===== src/rtl/gin_id_loader_if.sv =====
`default_nettype none
// ------------------------------------------------------------------
// gin_id_loader_if: session control, ID stream and strobe bus
// Rev 1.0
// ------------------------------------------------------------------
interface gin_id_loader_if #(
  parameter int ID_SIZE  = 5,
  parameter int NUM_DEST = 12,
  parameter int CNT_W    = $clog2(NUM_DEST + 1)
);
  logic                start;
  logic [CNT_W-1:0]    num_ids;
  logic                cfg_valid;
  logic [ID_SIZE-1:0]  cfg_id;
  logic                cfg_ready;
  logic [NUM_DEST-1:0] set_id;
  logic [ID_SIZE-1:0]  id_out;
  logic                busy;
  logic                done;
  logic                err;

  modport master (
    output start, num_ids, cfg_valid, cfg_id,
    input  cfg_ready, set_id, id_out, busy, done, err
  );

  modport slave (
    input  start, num_ids, cfg_valid, cfg_id,
    output cfg_ready, set_id, id_out, busy, done, err
  );
endinterface
`default_nettype wire


===== src/rtl/gin_id_loader.sv =====
`default_nettype none
// ------------------------------------------------------------------
// gin_id_loader: loads a stream of IDs into controllers 0..n-1 in order
// Rev 1.0
// ------------------------------------------------------------------
module gin_id_loader #(
  parameter int ID_SIZE  = 5,
  parameter int NUM_DEST = 12,
  parameter int CNT_W    = $clog2(NUM_DEST + 1)
) (
  input  logic             clk,
  input  logic             rst,
  gin_id_loader_if.slave   bus
);

  localparam logic [1:0] c_idle = 2'd0;
  localparam logic [1:0] c_load = 2'd1;
  localparam logic [1:0] c_done = 2'd2;

  localparam logic [CNT_W-1:0] c_max_ids = CNT_W'(NUM_DEST);

  logic [1:0]          r_state;
  logic [1:0]          w_next_state;
  logic [CNT_W-1:0]    r_idx;
  logic [CNT_W-1:0]    r_target;
  logic                r_err;
  logic [NUM_DEST-1:0] r_set_id;
  logic [ID_SIZE-1:0]  r_id_out;

  logic                w_start_ok;
  logic                w_hs;
  logic                w_last;
  logic [NUM_DEST-1:0] w_onehot;
  logic                w_cfg_ready;
  logic                w_busy;
  logic                w_done;

  assign w_start_ok = bus.start && (bus.num_ids != '0) && (bus.num_ids <= c_max_ids);
  assign w_hs       = bus.cfg_valid && (r_state == c_load);
  assign w_last     = w_hs && (r_idx == (r_target - CNT_W'(1)));

  always_comb begin
    w_onehot = '0;
    for (int k = 0; k < NUM_DEST; k++) begin
      w_onehot[k] = (r_idx == CNT_W'(k));
    end
  end

  // State register
  always_ff @(posedge clk or negedge rst) begin
    if (!rst) begin
      r_state <= c_idle;
    end else begin
      r_state <= w_next_state;
    end
  end

  // Next-state logic
  always_comb begin
    w_next_state = r_state;
    case (r_state)
      c_idle:  if (w_start_ok) w_next_state = c_load;
      c_load:  if (w_last)     w_next_state = c_done;
      c_done:                  w_next_state = c_idle;
      default:                 w_next_state = c_idle;
    endcase
  end

  // Moore outputs; done coincides with the final strobe because both follow the last handshake
  always_comb begin
    w_cfg_ready = 1'b0;
    w_done      = 1'b0;
    w_busy      = (r_state != c_idle);
    case (r_state)
      c_load:  w_cfg_ready = 1'b1;
      c_done:  w_done      = 1'b1;
      default: ;
    endcase
  end

  always_ff @(posedge clk or negedge rst) begin
    if (!rst) begin
      r_idx    <= '0;
      r_target <= '0;
      r_err    <= 1'b0;
      r_set_id <= '0;
      r_id_out <= '0;
    end else begin
      r_set_id <= w_hs ? w_onehot : '0;
      if (w_hs) begin
        r_id_out <= bus.cfg_id;
        r_idx    <= r_idx + CNT_W'(1);
      end
      // start only matters while idle; an illegal count leaves target/idx alone
      if ((r_state == c_idle) && bus.start) begin
        if (w_start_ok) begin
          r_target <= bus.num_ids;
          r_idx    <= '0;
          r_err    <= 1'b0;
        end else begin
          r_err    <= 1'b1;
        end
      end
    end
  end

  assign bus.cfg_ready = w_cfg_ready;
  assign bus.busy      = w_busy;
  assign bus.done      = w_done;
  assign bus.err       = r_err;
  assign bus.set_id    = r_set_id;
  assign bus.id_out    = r_id_out;

endmodule
`default_nettype wire

===== src/flat_wrapper.sv =====
// flat-port wrapper written by rule: the top's interface ports become plain ports
module gin_id_loader_flat 
#(
  parameter int ID_SIZE  = 5,
  parameter int NUM_DEST = 12,
  parameter int CNT_W    = $clog2(NUM_DEST + 1)
)
  (clk, rst, bus_start, bus_num_ids, bus_cfg_valid, bus_cfg_id, bus_cfg_ready, bus_set_id, bus_id_out, bus_busy, bus_done, bus_err);
  gin_id_loader_if #(.ID_SIZE(ID_SIZE), .NUM_DEST(NUM_DEST), .CNT_W(CNT_W)) bus_i ();
  input  logic clk;
  input  logic rst;
  input wire logic [$bits(bus_i.start)-1:0] bus_start;
  input wire logic [$bits(bus_i.num_ids)-1:0] bus_num_ids;
  input wire logic [$bits(bus_i.cfg_valid)-1:0] bus_cfg_valid;
  input wire logic [$bits(bus_i.cfg_id)-1:0] bus_cfg_id;
  output wire logic [$bits(bus_i.cfg_ready)-1:0] bus_cfg_ready;
  output wire logic [$bits(bus_i.set_id)-1:0] bus_set_id;
  output wire logic [$bits(bus_i.id_out)-1:0] bus_id_out;
  output wire logic [$bits(bus_i.busy)-1:0] bus_busy;
  output wire logic [$bits(bus_i.done)-1:0] bus_done;
  output wire logic [$bits(bus_i.err)-1:0] bus_err;
  assign bus_i.start = bus_start;
  assign bus_i.num_ids = bus_num_ids;
  assign bus_i.cfg_valid = bus_cfg_valid;
  assign bus_i.cfg_id = bus_cfg_id;
  assign bus_cfg_ready = bus_i.cfg_ready;
  assign bus_set_id = bus_i.set_id;
  assign bus_id_out = bus_i.id_out;
  assign bus_busy = bus_i.busy;
  assign bus_done = bus_i.done;
  assign bus_err = bus_i.err;
  gin_id_loader #(.ID_SIZE(ID_SIZE), .NUM_DEST(NUM_DEST), .CNT_W(CNT_W)) u_core (.clk(clk), .rst(rst), .bus(bus_i));
endmodule

===== config.mk =====
export PLATFORM = sky130hd
export DESIGN_NAME = gin_id_loader_flat
export DESIGN_NICKNAME = d
export VERILOG_FILES = /design/src/rtl/gin_id_loader_if.sv /design/src/rtl/gin_id_loader.sv /design/src/flat_wrapper.sv
export SDC_FILE = /design/constraint.sdc
export NUM_CORES = 1
export LEC_CHECK = 0
export ABC_CLOCK_PERIOD_IN_PS = 1700
export BUFFER_PORTS_ARGS = -buffer_cell sky130_fd_sc_hd__buf_2
export CORE_MARGIN = 5
export CORE_UTILIZATION = 51
export DETAILED_ROUTE_END_ITERATION = 16
export PLACE_DENSITY_LB_ADDON = 0.05
export RECOVER_POWER = 100
export SLEW_MARGIN = 20
export SYNTH_ARGS = -nofsm -noshare
export SYNTH_HDL_FRONTEND = slang
export SYNTH_SLANG_ARGS = --single-unit

===== constraint.sdc =====
create_clock -name clk -period 1.7 [get_ports clk]
set_input_delay 0.255 -clock clk [delete_from_list [all_inputs] [get_ports clk]]
set_output_delay 0.255 -clock clk [all_outputs]
set_load 0.1 [all_outputs]

==> run metrics, run 1 <==
outcome finished clean; syn_area_per_cell 10.35 µm²; Total Die Area 3717 µm²; CP cell instances or2_2, buf_4; GRT overflow 0; Post-CTS Repair Setup Buffers 0; gr usage total 0.1614; RSZ-0062 raised after global routing false; CTS tree done; gp weighted congestion 0.7574; post-synth cell types 34; skew final 1.080 ps; n_diodes 0; Worst path depth 2; cell area after synthesis 1325 µm²; Die Span Y 60.97 µm; Syn. warnings 0; via count 1009; most frequent cell after synthesis dfrtp_1; Post-synth EDFFs 0; Max Cap Viol 0; core area 2477 µm²; Relative slew margins 0.5297; Worst Path Required 1440 ps; Syn-to-layout area delta 19.55%; Hold Path Class in -> reg; Worst R2R Setup Slack 220 ps; Hold Vio Cnt, Final 0; startpoint types flop; Root Driver clkbuf_4; largest area contributor in the netlist dfrtp_1; Clock Latency Late Sink 330 ps; initial antenna violation count 0; vias in the first global route 1054; net total in the final layout 184; Detailed Route Iter0 Violations 39; post-route ant nets 0; I/O Buffers 33; Worst-path clk slew 140 ps; Final Cycle Share 0.9568; buffers and inverters on the worst path 1; CP Capture Type output port; Mapped Cells 128; largest net degree at the start of global routing 29; CP Max Fanout 10; Setup-failing EPs final 0; net count after synthesis 146; H-tree levels 1; r2r endpoint u_core.r_state[1]; via/cell ratio 5.174; Post-synth ARST share 1.000; Tmin final 1627 ps; Worst Reg-to-Reg Cells 5; sequential area share after synthesis 0.5288; first-pass GRT wire length 4436 µm; Slew Viols, Final 0; Setup CP Type reg -> out; critical path's top delay family flip-flops; top-area cell type share of the netlist area 0.5288; Sink Count 28; Initial Util 0.5348; f_max 614.8 MHz; total of fill cells in the finished design 230; Place WS 191.5 ps; share of cells above drive strength 1 0.3212; worst r2r src u_core.r_target[0]; Worst EP arrival 1370 ps; detailed-route wire length 2698 µm; setup tns final 0 ps; slew at the pin with the worst max-slew slack 705.4 ps; critical path startpoint u_core.r_state[1]; Die X 60.97 µm; ys flop type dfrtp_1; Synth area leaders dfrtp_1 53%, nand2_1 6.2%, ha_1 4.7%; Commonest cells post-synth 28 x dfrtp_1, 22 x nand2_1, 9 x nor2_1, 6 x inv_1; DRC violations left 0; post-synthesis register bit count 28; clock buffer depth 2; DR pass1 iterations 4; CP max-delay cell dfrtp_2; Num CTS Buffers 3; Ports 34; post-DP HPWL 2038 µm; Avg WL per Cell 13.84 µm; crit path capture bus_busy; Site Rows 18; post-layout worst setup margin 73.47 ps; crit-path max cell delay 500 ps
## area by class of cell
type,count,area (µm²),area share
Sequential cell,28,703.2,0.4439
Multi-Input combinational cell,89,559.3,0.3531
Timing Repair Buffer,38,225.2,0.1422
Inverter,6,22.52,0.01422
Clock buffer,4,36.28,0.02291
Tap cell,30,37.54,0.02370
## flip-flops by register name, indices dropped and copies added, names as in the netlist
register           cells
u_core.bus.err         1
u_core.r_target        4
u_core.r_state         2
u_core.bus.id_out      5
u_core.bus.set_id     12
u_core.r_idx           4
## metal layers
layer | routed length (µm) | global-route usage | vias to the layer above | share of wire
met3 | 177 | 0.02553 | 7 | 0.066
met5 | 0 | 0 | - | 0
met2 | 1279 | 0.2809 | 34 | 0.47
met1 | 1178 | 0.1949 | 465 | 0.44
met4 | 62 | 0.07430 | 0 | 0.023
li1 | - | - | 503 | -
## timing repair
action,CTS,global route
resized for setup,3,1
hold buffers,1,0
setup endpoints to repair,2,2
hold endpoints to repair,28,0
## stage by stage
step           std cells  hold slack (ps)  area (µm²)    util
6_report             195            102.5        1584  0.6394
3_5_place_dp         190            306.7        1546  0.6242
5_1_grt              195            91.65        1584  0.6394
2_1_floorplan        128           -40.59        1330       -
4_1_cts              195            97.17        1599  0.6455
3_3_place_gp         190            297.4        1546  0.6242
## cell families (layout without fill, tap and decap cells)
family | count (synthesis) | in the layout | synth area share
simple gates | 63 | 63 | 0.2531
compound gates | 15 | 15 | 0.08026
buf+inv | 11 | 48 | 0.04060
flops | 28 | 28 | 0.5288
xor+xnor | 6 | 6 | 0.05004
fa+ha+maj | 5 | 5 | 0.04721
## worst reg2reg max path: stages, from the launching register on
cell and delay [ps]:
dfrtp_1 420, inv_1 90, ha_1 220, xnor3_1 340, and3_1 150, and3_1 170
## placed cells by master, fill, tap and decap left out, types with 3 or more instances in the layout
| cell | instances |
|---|---|
| dfrtp_1 | 26 |
| buf_4 | 5 |
| and3_1 | 3 |
| xor2_1 | 4 |
| clkbuf_4 | 4 |
| nor3_1 | 5 |
| nand3_1 | 4 |
| nor2_1 | 9 |
| inv_1 | 6 |
| nand2_1 | 22 |
| o21ai_0 | 3 |
| buf_2 | 11 |
| a21oi_1 | 3 |
| ha_1 | 5 |
| clkbuf_2 | 19 |
## how the worst min path moves through the flow
stage | endpoint | depth (start not counted) | slack [ps] | from
final | u_core.bus.id_out[2] | 3 | 100 | bus_cfg_id[2]
after global routing | u_core.bus.id_out[1] | 3 | 90 | bus_cfg_id[1]
after CTS | u_core.bus.id_out[3] | 3 | 100 | bus_cfg_id[3]
after detailed placement | u_core.bus.err | 1 | 310 | rst
after global placement | u_core.bus.set_id[3] | 1 | 300 | rst
after floorplan | u_core.bus.err | 0 | -40 | rst
Power of run 1 is not shown: default switching activity piles up to over one toggle a cycle in this logic, so the estimate is an artifact.
==> run 2, diff against run 1 <==
- ABC_CLOCK_PERIOD_IN_PS: 1700 -> 1650
- clock period: 1.7 -> 1.65 ns (I/O delays scaled with it)
==> run 2 against run 1 <==
Global-route usage fell by 0.16 points; non-clock buffer count did not move; clock-buffer cell count did not move; via count fell by 0.59%.
==> run metrics, run 2 (same netlist as run 1, synthesis figures left out) <==
Tmin final 1591 ps; Worst Path Required 1400 ps (-40 ps); CTS tree done; Slew Viols, Final 0 (unchanged); Worst EP arrival 1340 ps (-30 ps); core area 2477 µm² (unchanged); H-tree levels 1 (unchanged); most common cell after layout, fill and taps aside dfrtp_1; first-pass GRT wire length 4381 µm (-1.2%); skew final 8.916 ps (+7.836 ps); gp weighted congestion 0.7639 (+0.86%); Avg WL per Cell 13.38 µm (-3.3%); Syn-to-layout area delta 21.25%; Relative slew margins 0.5523 (+0.02255); I/O Buffers 33 (unchanged); Num CTS Buffers 3 (unchanged); Setup-failing EPs final 0 (unchanged); post-DP HPWL 1957 µm (-4.0%); n_diodes 0 (unchanged); Sink Count 28 (unchanged); DRC violations left 0 (unchanged); f_max 628.4 MHz; Detailed Route Iter0 Violations 20 (-49%); post-route ant nets 0 (unchanged); Clock Latency Late Sink 330 ps (about the same); detailed-route wire length 2610 µm (-3.3%); via count 1003 (-0.59%); initial antenna violation count 0 (unchanged); Setup CP Type reg -> out; Total Die Area 3717 µm² (unchanged); startpoint types flop; Ports 34 (unchanged); utilization after layout 0.6485 (+0.009091); Die Span Y 60.97 µm (unchanged); RSZ-0062 raised after global routing false; Worst-path clk slew 150 ps (about the same); Hold Vio Cnt, Final 0 (unchanged); Final Cycle Share 0.9644; GRT overflow 0 (unchanged); Hold Path Origin bus_cfg_id[2]; DR pass1 iterations 4 (unchanged); gr usage total 0.1597 (-0.001627); outcome finished clean; critical path startpoint u_core.r_state[1]; Root Driver clkbuf_4; Site Rows 18 (unchanged); via/cell ratio 5.144 (-0.59%); Hold Path Class in -> reg; commonest non-fill, non-tap cells in the layout 26 x dfrtp_1, 22 x nand2_1, 19 x clkbuf_2, 11 x buf_2, 9 x nor2_1; Largest register FFs 12 (unchanged); largest net degree at the start of global routing 29 (unchanged); Die X 60.97 µm (unchanged); worst r2r src u_core.r_state[1]; share of cells above drive strength 1 0.3152 (-0.006061); setup tns final 0 ps (unchanged); slew at the pin with the worst max-slew slack 671.6 ps (-33.83 ps); vias in the first global route 988 (-6.3%); clock buffer depth 2 (unchanged); Max Cap Viol 0 (unchanged); CP Capture Type output port; net total in the final layout 184 (unchanged); Initial Util 0.5348 (unchanged); CP Max Fanout 10 (unchanged)
## run 2: through the flow
| step | cell area, µm² | setup slack [ps] | std cells | hold WS (ps) |
|---|---|---|---|---|
| global route | 1607 | 12.59 | 195 | 89.94 |
| finish | 1607 | 58.72 | 195 | 105.4 |
| detailed placement | 1577 | 148.2 | 190 | 288.8 |
| CTS | 1623 | 20.22 | 195 | 91.12 |
| floorplan | 1330 | -4.555 | 128 | -48.09 |
| global placement | 1577 | 195.5 | 190 | 288.4 |
## run 2: final timing paths
check | end | slack [ps] | cells past startpoint
max | bus_busy | 60 | 2
min | u_core.bus.id_out[2] | 110 | 3
max reg2reg | u_core.r_target[0] | 130 | 3
min reg2reg | u_core.bus.id_out[2] | 490 | 2
max in group asynchronous | u_core.r_state[0] | 720 | 2
min in group asynchronous | u_core.bus.err | 460 | 2
## run 2: layout make-up
type	count	area [µm²]
Tap cell	30	37.54
Multi-Input combinational cell	89	556.8
Sequential cell	28	703.2
Clock buffer	4	36.28
Inverter	6	22.52
Timing Repair Buffer	38	250.2
Fill cell	233	870.8
## run 2: layer usage
layer	part of all wire	vias up	global-route usage	wire (µm)
met2	0.48	31	0.2656	1251
met1	0.43	464	0.2022	1113
met3	0.080	4	0.03404	208
met5	0	-	0	0
met4	0.014	0	0.06502	36
li1	-	504	-	-
## run 2: worst max-delay path: stages (launching register included)
cell     delay (ps)
dfrtp_2         500
or2_2           340
buf_12          170
## run 2: repair_timing
action	in CTS	in global routing
setup buffers	0	0
setup endpoints to repair	0	2
hold endpoints to repair	28	0
gates resized for setup	0	2
hold buffers	1	0
Power of run 2 is left out for the same reason.
